## src/rtl/chi_pkg.sv

```systemverilog
// CHI response-channel types shared by the link-layer blocks.
// Flit layout, opcodes and link-state encoding.
package chi_pkg;

  typedef enum logic [1:0] {
    STOP,
    ACTIVATE,
    RUN,
    DEACTIVATE
  } lnk_state_e;

  typedef struct packed {
    logic [7:0] dbid;
    logic [2:0] resp;
    logic [1:0] resperr;
    logic [4:0] opcode;
    logic [7:0] txnid;
    logic [6:0] srcid;
    logic [6:0] tgtid;
    logic [3:0] qos;
  } rspflit_t;

  localparam logic [4:0] RSP_LCRDRETURN = 5'h00;
  localparam logic [4:0] RSP_COMP       = 5'h04;

  function automatic rspflit_t lcrd_return_flit();
    rspflit_t f;
    f = '0;
    f.opcode = RSP_LCRDRETURN;
    return f;
  endfunction

endpackage

```

## src/rtl/lnk_fifo.sv

```systemverilog
// Synchronous flit FIFO with wrap-bit pointers, flush and occupancy.
// Push when full and pop when empty are ignored.
module lnk_fifo #(
  parameter int WIDTH = 8,
  parameter int DEPTH = 2,
  localparam int AW = (DEPTH > 1) ? $clog2(DEPTH) : 1,
  localparam int LW = $clog2(DEPTH + 1)
) (
  input  logic             clock,
  input  logic             reset,
  input  logic             flush,
  input  logic             push,
  input  logic             pop,
  input  logic [WIDTH-1:0] wdata,
  output logic [WIDTH-1:0] rdata,
  output logic             full,
  output logic             empty,
  output logic [LW-1:0]    level
);

  logic [WIDTH-1:0] mem [DEPTH];
  logic [AW-1:0]    widx;
  logic [AW-1:0]    ridx;
  logic             wwrap;
  logic             rwrap;
  logic             do_push;
  logic             do_pop;

  assign do_push = push && !full;
  assign do_pop  = pop && !empty;
  assign empty   = (widx == ridx) && (wwrap == rwrap);
  assign full    = (widx == ridx) && (wwrap != rwrap);
  assign rdata   = mem[ridx];

  always_comb begin
    if (wwrap == rwrap)
      level = LW'(widx) - LW'(ridx);
    else
      level = LW'(DEPTH) - LW'(ridx) + LW'(widx);
  end

  always_ff @(posedge clock or negedge reset) begin
    if (!reset) begin
      widx  <= '0;
      wwrap <= 1'b0;
      ridx  <= '0;
      rwrap <= 1'b0;
    end else if (flush) begin
      widx  <= '0;
      wwrap <= 1'b0;
      ridx  <= '0;
      rwrap <= 1'b0;
    end else begin
      if (do_push) begin
        if (widx == AW'(DEPTH - 1)) begin
          widx  <= '0;
          wwrap <= ~wwrap;
        end else begin
          widx <= widx + 1'b1;
        end
      end
      if (do_pop) begin
        if (ridx == AW'(DEPTH - 1)) begin
          ridx  <= '0;
          rwrap <= ~rwrap;
        end else begin
          ridx <= ridx + 1'b1;
        end
      end
    end
  end

  always_ff @(posedge clock) begin
    if (do_push)
      mem[widx] <= wdata;
  end

endmodule

```

## src/rtl/txrsp_lnk_tx.sv

```systemverilog
// TXRSP link-layer transmitter: flit buffer, link FSM and L-credits.
// Spare credits go back as LCrdReturn flits while deactivating.
module txrsp_lnk_tx
  import chi_pkg::*;
#(
  parameter int DEPTH    = 2,
  parameter int MAX_LCRD = 15,
  parameter int LCRD_W   = 4
) (
  input  logic              clock,
  input  logic              reset,
  input  logic              flush,
  input  logic              link_en,
  input  logic              pin_valid,
  output logic              pin_ready,
  input  rspflit_t          pin_data,
  output logic              txrsp_linkactivereq,
  input  logic              txrsp_linkactiveack,
  output logic              txrsp_flitpend,
  output logic              txrsp_flitv,
  output rspflit_t          txrsp_flit,
  input  logic              txrsp_lcrdv,
  output logic              link_run,
  output logic [LCRD_W-1:0] lcrd_cnt
);

  localparam int LW = $clog2(DEPTH + 1);

  lnk_state_e        state;
  lnk_state_e        state_nxt;
  rspflit_t          head;
  logic              full;
  logic              empty;
  logic [LW-1:0]     level;
  logic [LW-1:0]     level_nxt;
  logic              push;
  logic              pop;
  logic              ret;
  logic              inc;
  logic              dec;
  logic              lcrd_overflow;
  logic [LCRD_W-1:0] cnt_nxt;

  lnk_fifo #(
    .WIDTH($bits(rspflit_t)),
    .DEPTH(DEPTH)
  ) u_fifo (
    .clock(clock),
    .reset(reset),
    .flush(flush),
    .push (push),
    .pop  (pop),
    .wdata(pin_data),
    .rdata(head),
    .full (full),
    .empty(empty),
    .level(level)
  );

  assign pin_ready = (state == RUN) && !full && !flush;
  assign push      = pin_valid && pin_ready;
  assign pop       = (state == RUN) && !empty && (lcrd_cnt != '0);
  assign ret       = (state == DEACTIVATE) && (lcrd_cnt != '0);
  assign dec       = pop || ret;
  assign inc       = txrsp_lcrdv && (state != STOP);

  assign lcrd_overflow =
    inc && !dec && (lcrd_cnt == LCRD_W'(MAX_LCRD));

  always_comb begin
    cnt_nxt = lcrd_cnt;
    unique case (1'b1)
      inc && !dec: if (!lcrd_overflow) cnt_nxt = lcrd_cnt + 1'b1;
      dec && !inc: cnt_nxt = lcrd_cnt - 1'b1;
      default: ;
    endcase
  end

  // A flush also drops the entry popped this cycle; that flit is in flight.
  always_comb begin
    if (flush)
      level_nxt = '0;
    else
      level_nxt = level + LW'(push) - LW'(pop);
  end

  always_comb begin
    state_nxt = state;
    unique case (state)
      STOP:
        if (link_en && !txrsp_linkactiveack) state_nxt = ACTIVATE;
      ACTIVATE:
        if (txrsp_linkactiveack) state_nxt = RUN;
      RUN:
        if (!link_en && empty && !push && !pop) state_nxt = DEACTIVATE;
      DEACTIVATE:
        if (!txrsp_linkactiveack && lcrd_cnt == '0) state_nxt = STOP;
      default:
        state_nxt = STOP;
    endcase
  end

  always_ff @(posedge clock or negedge reset) begin
    if (!reset) begin
      state               <= STOP;
      lcrd_cnt            <= '0;
      txrsp_linkactivereq <= 1'b0;
      link_run            <= 1'b0;
      txrsp_flitpend      <= 1'b0;
      txrsp_flitv         <= 1'b0;
      txrsp_flit          <= '0;
    end else begin
      state               <= state_nxt;
      lcrd_cnt            <= cnt_nxt;
      txrsp_linkactivereq <= (state_nxt == ACTIVATE) || (state_nxt == RUN);
      link_run            <= (state_nxt == RUN);
      txrsp_flitpend      <= (level_nxt != '0) ||
                             ((state_nxt == DEACTIVATE) && (cnt_nxt != '0));
      txrsp_flitv         <= dec;
      if (pop)
        txrsp_flit <= head;
      else if (ret)
        txrsp_flit <= lcrd_return_flit();
      else
        txrsp_flit <= '0;
    end
  end

endmodule

```

## config.mk

```make
export PLATFORM = sky130hd
export DESIGN_NAME = txrsp_lnk_tx
export DESIGN_NICKNAME = d
export VERILOG_FILES = /design/src/rtl/chi_pkg.sv /design/src/rtl/lnk_fifo.sv /design/src/rtl/txrsp_lnk_tx.sv
export SDC_FILE = /design/constraint.sdc
export NUM_CORES = 1
export LEC_CHECK = 0
export BUFFER_PORTS_ARGS = -buffer_cell sky130_fd_sc_hd__buf_2
export CAP_MARGIN = 15
export CORE_UTILIZATION = 35
export CTS_BUF_LIST = sky130_fd_sc_hd__clkbuf_16
export DETAILED_ROUTE_END_ITERATION = 10
export PLACE_DENSITY_LB_ADDON = 0.3
export SETUP_SLACK_MARGIN = 0.15
export SYNTH_ARGS = -nofsm -noshare
export SYNTH_HDL_FRONTEND = slang
export SYNTH_HIERARCHICAL = 1
export SYNTH_SLANG_ARGS = --single-unit
```

## constraint.sdc

```tcl
create_clock -name clock -period 7.45 [get_ports clock]
set_input_delay 0.3725 -clock clock [delete_from_list [all_inputs] [get_ports clock]]
set_output_delay 0.3725 -clock clock [all_outputs]
set_load 0.02 [all_outputs]
```

==> results of run 1 <==
==> layer usage <==
layer | vias to the layer above | share of wire, %
li1 | 1486 | -
met1 | 1505 | 45
met2 | 92 | 48
met3 | 15 | 5.8
met4 | 2 | 1.2
met5 | - | 0.12
==> sequential cells by signal, indices dropped and copies added, names as in the netlist <==
register / count
u_fifo/rwrap: 1
link_run: 1
state: 2
lcrd_cnt: 4
txrsp_flitpend: 1
txrsp_flit: 44
u_fifo/mem: 88
u_fifo/ridx: 1
u_fifo/widx: 1
txrsp_linkactivereq: 1
txrsp_flitv: 1
u_fifo/wwrap: 1
==> cell type report <==
class                   count  area share (%)
well taps                 216            3.88
flip-flops and latches    146            58.8
inverters                  14           0.755
clock inverters            15            2.03
clock buffers              17            6.11
repair buffers            108            7.94
diodes                      1          0.0359
multi-input cells         173            20.4
==> through the flow <==
stage / total power [mW] / hold WS, ps / area, um^2
global route: 2.32 / 117 / 6960
detailed placement: 1.41 / 564 / 6390
global placement: 1.40 / 555 / 6390
floorplan: 1.30 / 76.9 / 5640
finish: 2.20 / 113 / 6960
CTS: 2.23 / 127 / 6960
==> cell families after synthesis <==
logic type	count (synthesis)	share of synthesized area, %
adders and majority gates	10	2.22
and+or+nand+nor	86	9.01
buffers and inverters	28	2.46
xor gates and xnor gates	3	0.733
muxes	47	9.32
AOI/OAI and AO/OA	27	3.62
DFF	146	72.6
==> worst register-to-register path: stages, from the launching register on <==
cell and delay [ps]:
dfrtp_1 440, inv_1 110, ha_1 410, inv_2 120
nor2_1 100, nor3_4 170, buf_4 430, ha_1 320
inv_1 60, ha_1 140, xor3_1 200, o21bai_1 220
o2111ai_1 150, o41a_1 320
==> worst max path at each step <==
stage	to	slack [ps]	cells after the start
floorplan	u_fifo/mem[0][0]	1770	9
global placement	txrsp_flitpend	4260	13
detailed placement	txrsp_flitpend	4150	13
CTS	txrsp_flitpend	4070	13
global route	txrsp_flitpend	3830	13
finish	txrsp_flitpend	4150	13
==> Yosys cell counts, drive strengths merged, types with 2 or more instances <==
master	instances
nand2	7
o221ai	3
or2	2
o21ai	2
buf	11
dfrtp	58
mux2i	3
clkbuf	3
a21oi	6
a31oi	3
o311ai	2
mux2	44
and2	44
inv	14
nor3	2
edfxtp	88
nor2	13
ha	10
nand3	3
o211ai	2
nor4b	2
nor3b	3
nand2b	4
==> power breakdown <==
| group | internal (mW) | switching, mW | total (mW) |
|---|---|---|---|
| logic | 0.179 | 0.240 | 0.418 |
| clock network | 0.489 | 0.317 | 0.806 |
| registers | 0.933 | 0.0424 | 0.975 |
| total | 1.60 | 0.599 | 2.20 |
==> metrics, run 1 <==
utilization after layout=between 40% and 50%; sequential-to-total area share from yosys stat=72.6%; Synth area leaders=edfxtp_1 (47%), dfrtp_1 (26%), mux2_2 (8.8%); clock skew=7.76 ps; met2 Usage GRT=between 20 and 25%; IO Port Bufs=between 100 and 150; I/O Pins=104; slowest cell on the critical path=dfrtp_1; Peak Freq=0.303 GHz; fillers=1450; via count=3100; Worst path max stage delay=440 ps; final worst path period need=3300 ps; largest net degree at the start of global routing=59; Multi-input gate area=1420 um^2; cell count after synthesis=between 300 and 400; via/cell ratio=4.49; MaxCap Viol Count=0; Synth Register Bits=146; H-tree Lvls=4; crit path cell chain=inv_1 > ha_1 > inv_2 > nor2_1 > nor3_4 > buf_4 > ha_1 > inv_1 > ha_1 > xor3_1 > o21bai_1 > o2111ai_1 > o41a_1; CTS tree=yes; global-route wire length before repair=roughly 17000 um; Top FF cell, synth=edfxtp_1; Place WS=4150 ps; Yosys Warn Count=6; Final period util=44.3%; Avg Synthesized Cell Area=around 16 um^2; critical path buffer and inverter count=4; Setup violations, final=0; area share of the largest cell type after synthesis=46.9%; worst reg-to-reg setup slack=4150 ps; P&R area growth vs syn=23.5%; Post-synth ARST share=39.7%; share of cells above drive strength 1=roughly two fifths; post-synthesis net count=408; PD cells=roughly 320 nW/um^2; die area=16600 um^2; CTS buffer count=17; final worst setup slack=about 4100 ps; R2R cell count=13; drt wl/cell=between 15 and 20 um; grt met1 use=17.2%; Mapped Area=5640 um^2; crit path from=u_fifo/widx; r2r startpoint=u_fifo/widx; clock latency at the later pin of the worst-skew pair=between 400 and 500 ps; setup tns final=0 ps; # hold bufs at CTS=0; gr usage total=14.1%; PostCTS Resize Cnt=0; failing checks=DRC; commonest non-fill, non-tap cell in the layout=buf_2; CP most frequent cell=ha_1; RSZ-0062 raised after global routing=no; overall die height=129 um; busiest layer in global routing=met2; CORE AREA=15800 um^2; GR Overflow Total=0; Root Buffer=clkbuf_16; Least-Margin Pin Slew=782 ps; Leak Pwr=3.00 nW; synth unique cells=49; final WL=around 11000 um; CTS Sinks=146; First DRT Iteration DRCs=133; DR pass1 iterations=7; hpwl dp=6320 um; nature of the critical path endpoint=flip-flop; initial core utilization=approximately 36%; DRT antenna net count=0; Post-route DRC=2; placed cell count=657; die width=129 um; status=finished, violations left; critical path arrival=3590 ps; number of antenna violations at the first check in global routing=2; deepest clock path buffer count=2; Hold Fails Final Rpt=0; Global Route met3 Usage=5.86%; RD Place Congestion=0.835; max-slew violations=0; Hold Path Class=in2async; normalized max-slew margin=around 48%; register area=~4100 um^2; # rows=46; commonest non-fill, non-tap cells in the layout=buf_2 (103), edfxtp_1 (88), dfrtp_1 (57); CTS clk-pin slew, worst paths=60 ps; peak supply drop=0.207 mV; CP max FO=50; EDFF count, synth=88; CP Class=reg2reg; leading area contributor after synthesis=edfxtp_1; top cell family by delay on the critical path=adder cells; Post-CTS Setup Bufs=0; fin cells=690; vias in the first global route=3377; crit path launch type=flip-flop; Critical R2R Capture=txrsp_flitpend; WP data required=7740 ps; Nets=521
Power figures use the tool's default switching activity.
==> inputs of run 2 (changes only) <==
clock period = 3.46 ns   (was 7.45 ns; I/O delays follow)
==> run 2 against run 1 <==
Net effect: the flow now finishes without violations; register-to-register slack got worse by 3700 ps; combinational power rose by 130%; flip-flop and latch count stayed put; design area up 7.3%.
==> metrics, run 2 (synthesis results as in run 1) <==
status=completed (was finished, violations left); gr usage total=13.9% (was 14.1%); global-route wire length before repair=17000 um (was 17200 um); P&R area growth vs syn=32.5% (was 23.5%); CTS tree=yes (unchanged); IO Port Bufs=103 (unchanged); number of flip-flops in the largest register=88 (unchanged); overall die height=129 um (unchanged); Setup violations, final=0 (unchanged); commonest non-fill, non-tap cell in the layout=buf_2 (unchanged); number of antenna violations at the first check in global routing=0 (was 2); initial core utilization=35.6% (unchanged); Biggest register=u_fifo/mem (unchanged); peak supply drop=0.354 mV (was 0.207 mV); CTS Sinks=146 (unchanged); Leak Pwr=3.21 nW (was 3.00 nW); diode count=0 (was 1); slowest cell on the critical path=dfrtp_2 (was dfrtp_1); Post-CTS Setup Bufs=0 (unchanged); Largest regs=u_fifo/mem: 88 flops, txrsp_flit: 44 flops, lcrd_cnt: 4 flops (unchanged); Peak Freq=0.334 GHz (was 0.303 GHz); # rows=46 (unchanged); largest net degree at the start of global routing=52 (was 59); MaxCap Viol Count=0 (unchanged); DRT antenna net count=0 (unchanged); DR pass1 iterations=4 (was 7); RSZ-0062 raised after global routing=no (unchanged); First DRT Iteration DRCs=113 (was 133); routed wl met3=609 um (was 615 um); max-slew violations=0 (unchanged); clock skew=12.4 ps (was 7.76 ps); drt wl/cell=14.4 um (was 15.4 um); CORE AREA=15800 um^2 (unchanged); top routing layer in use=met4 (was met5); Worst path max stage delay=430 ps (was 440 ps); crit path launch type=flip-flop (unchanged); Hold Path Class=in2reg (was in2async); Final period util=86.6% (was 44.3%); critical path arrival=3290 ps (was 3590 ps); crit path cell chain=inv_2 > ha_1 > inv_2 > nor2_2 > nor4b_4 > nand2_1 > ha_1 > inv_1 > ha_1 > xor3_1 > o21bai_1 > o2111ai_1 > o41a_1 (was inv_1 > ha_1 > inv_2 > nor2_1 > nor3_4 > buf_4 > ha_1 > inv_1 > ha_1 > xor3_1 > o21bai_1 > o2111ai_1 > o41a_1); die width=129 um (unchanged); top cell family by delay on the critical path=adder cells (unchanged); H-tree Lvls=4 (unchanged); Post-route DRC=0 (was 2); I/O Pins=104 (unchanged); Root Buffer=clkbuf_16 (unchanged); setup tns final=0 ps (unchanged); CP most frequent cell=ha_1 (unchanged); share of cells above drive strength 1=37.5% (was 40.2%); RD Place Congestion=0.775 (was 0.835); vias in the first global route=3449 (was 3377); PD cells=645 nW/um^2 (was 316 nW/um^2); Metal-1 WL=4500 um (was 4730 um); WP data required=3760 ps (was 7740 ps); final worst path period need=3000 ps (was 3300 ps); critical path buffer and inverter count=3 (was 4); nature of the critical path endpoint=flip-flop (unchanged); worst reg-to-reg setup slack=460 ps (was 4150 ps); Least-Margin Pin Slew=730 ps (was 782 ps); via/cell ratio=4.49 (about the same); deepest clock path buffer count=2 (unchanged); CP Class=reg2reg (unchanged); CTS clk-pin slew, worst paths=60 ps (about the same); hpwl dp=6110 um (was 6320 um); die area=16600 um^2 (unchanged); metal2 WL=5210 um (was 5110 um); GR Overflow Total=0 (unchanged); Hold Fails Final Rpt=0 (unchanged); final WL=10500 um (was 10600 um); clock latency at the later pin of the worst-skew pair=420 ps (was 410 ps); Total Power=4.81 mW (was 2.20 mW); CP max FO=8 (was 50); Nets=566 (was 521); via count=3292 (was 3100); commonest non-fill, non-tap cells in the layout=buf_2 (103), edfxtp_1 (88), dfrtp_1 (56) (was buf_2 (103), edfxtp_1 (88), dfrtp_1 (57)); WHS=40.9 ps (was 113 ps); CTS buffer count=17 (unchanged); normalized max-slew margin=51.3% (was 47.9%)
[run 2: path summary, 6_finish.rpt]
kind	endpoint	cells after the start	from
max	txrsp_flitpend	13	u_fifo/widx
min	state[0]	2	txrsp_linkactiveack
max reg2reg	txrsp_flitpend	13	u_fifo/widx
min reg2reg	txrsp_flit[30]	2	u_fifo/mem[1][30]
max in group asynchronous	u_fifo/widx	3	reset
min in group asynchronous	txrsp_flit[14]	2	reset
[run 2: through the flow]
| step | area [um^2] | utilization [%] | worst slack [ps] | cells |
|---|---|---|---|---|
| floorplan | 5670 | - | 161 | 347 |
| global placement | 6450 | 40.8 | 570 | 657 |
| detailed placement | 6450 | 40.8 | 470 | 657 |
| CTS | 7470 | 47.2 | 460 | 734 |
| global route | 7470 | 47.2 | 297 | 734 |
| finish | 7470 | 47.2 | 465 | 734 |
[run 2: layer usage]
layer / vias to the layer above / track usage (%)
li1: 1568 / -
met1: 1621 / 16.0
met2: 85 / 23.0
met3: 18 / 4.62
met4: 0 / 7.47
met5: - / 0
[run 2: timing repair]
item,4_1_cts,5_1_grt
gates resized for setup,0,0
endpoints found under the setup margin,0,0
hold buffers,45,0
endpoints found under the hold margin,115,0
[run 2: layout make-up]
type                            instances  area (um^2)
Multi-Input combinational cell        173         1440
Tap cell                              216          270
Sequential cell                       146         4100
Clock inverter                         15          143
Clock buffer                           17          425
Inverter                               14         52.6
Fill cell                            1402         8360
Timing Repair Buffer                  153         1040
[run 2: report_power, final]
group	leakage [nW]	internal, mW	switching (mW)
sequential	1.59	2.01	0.0908
clock	0.288	1.06	0.697
combinational	1.33	0.434	0.529
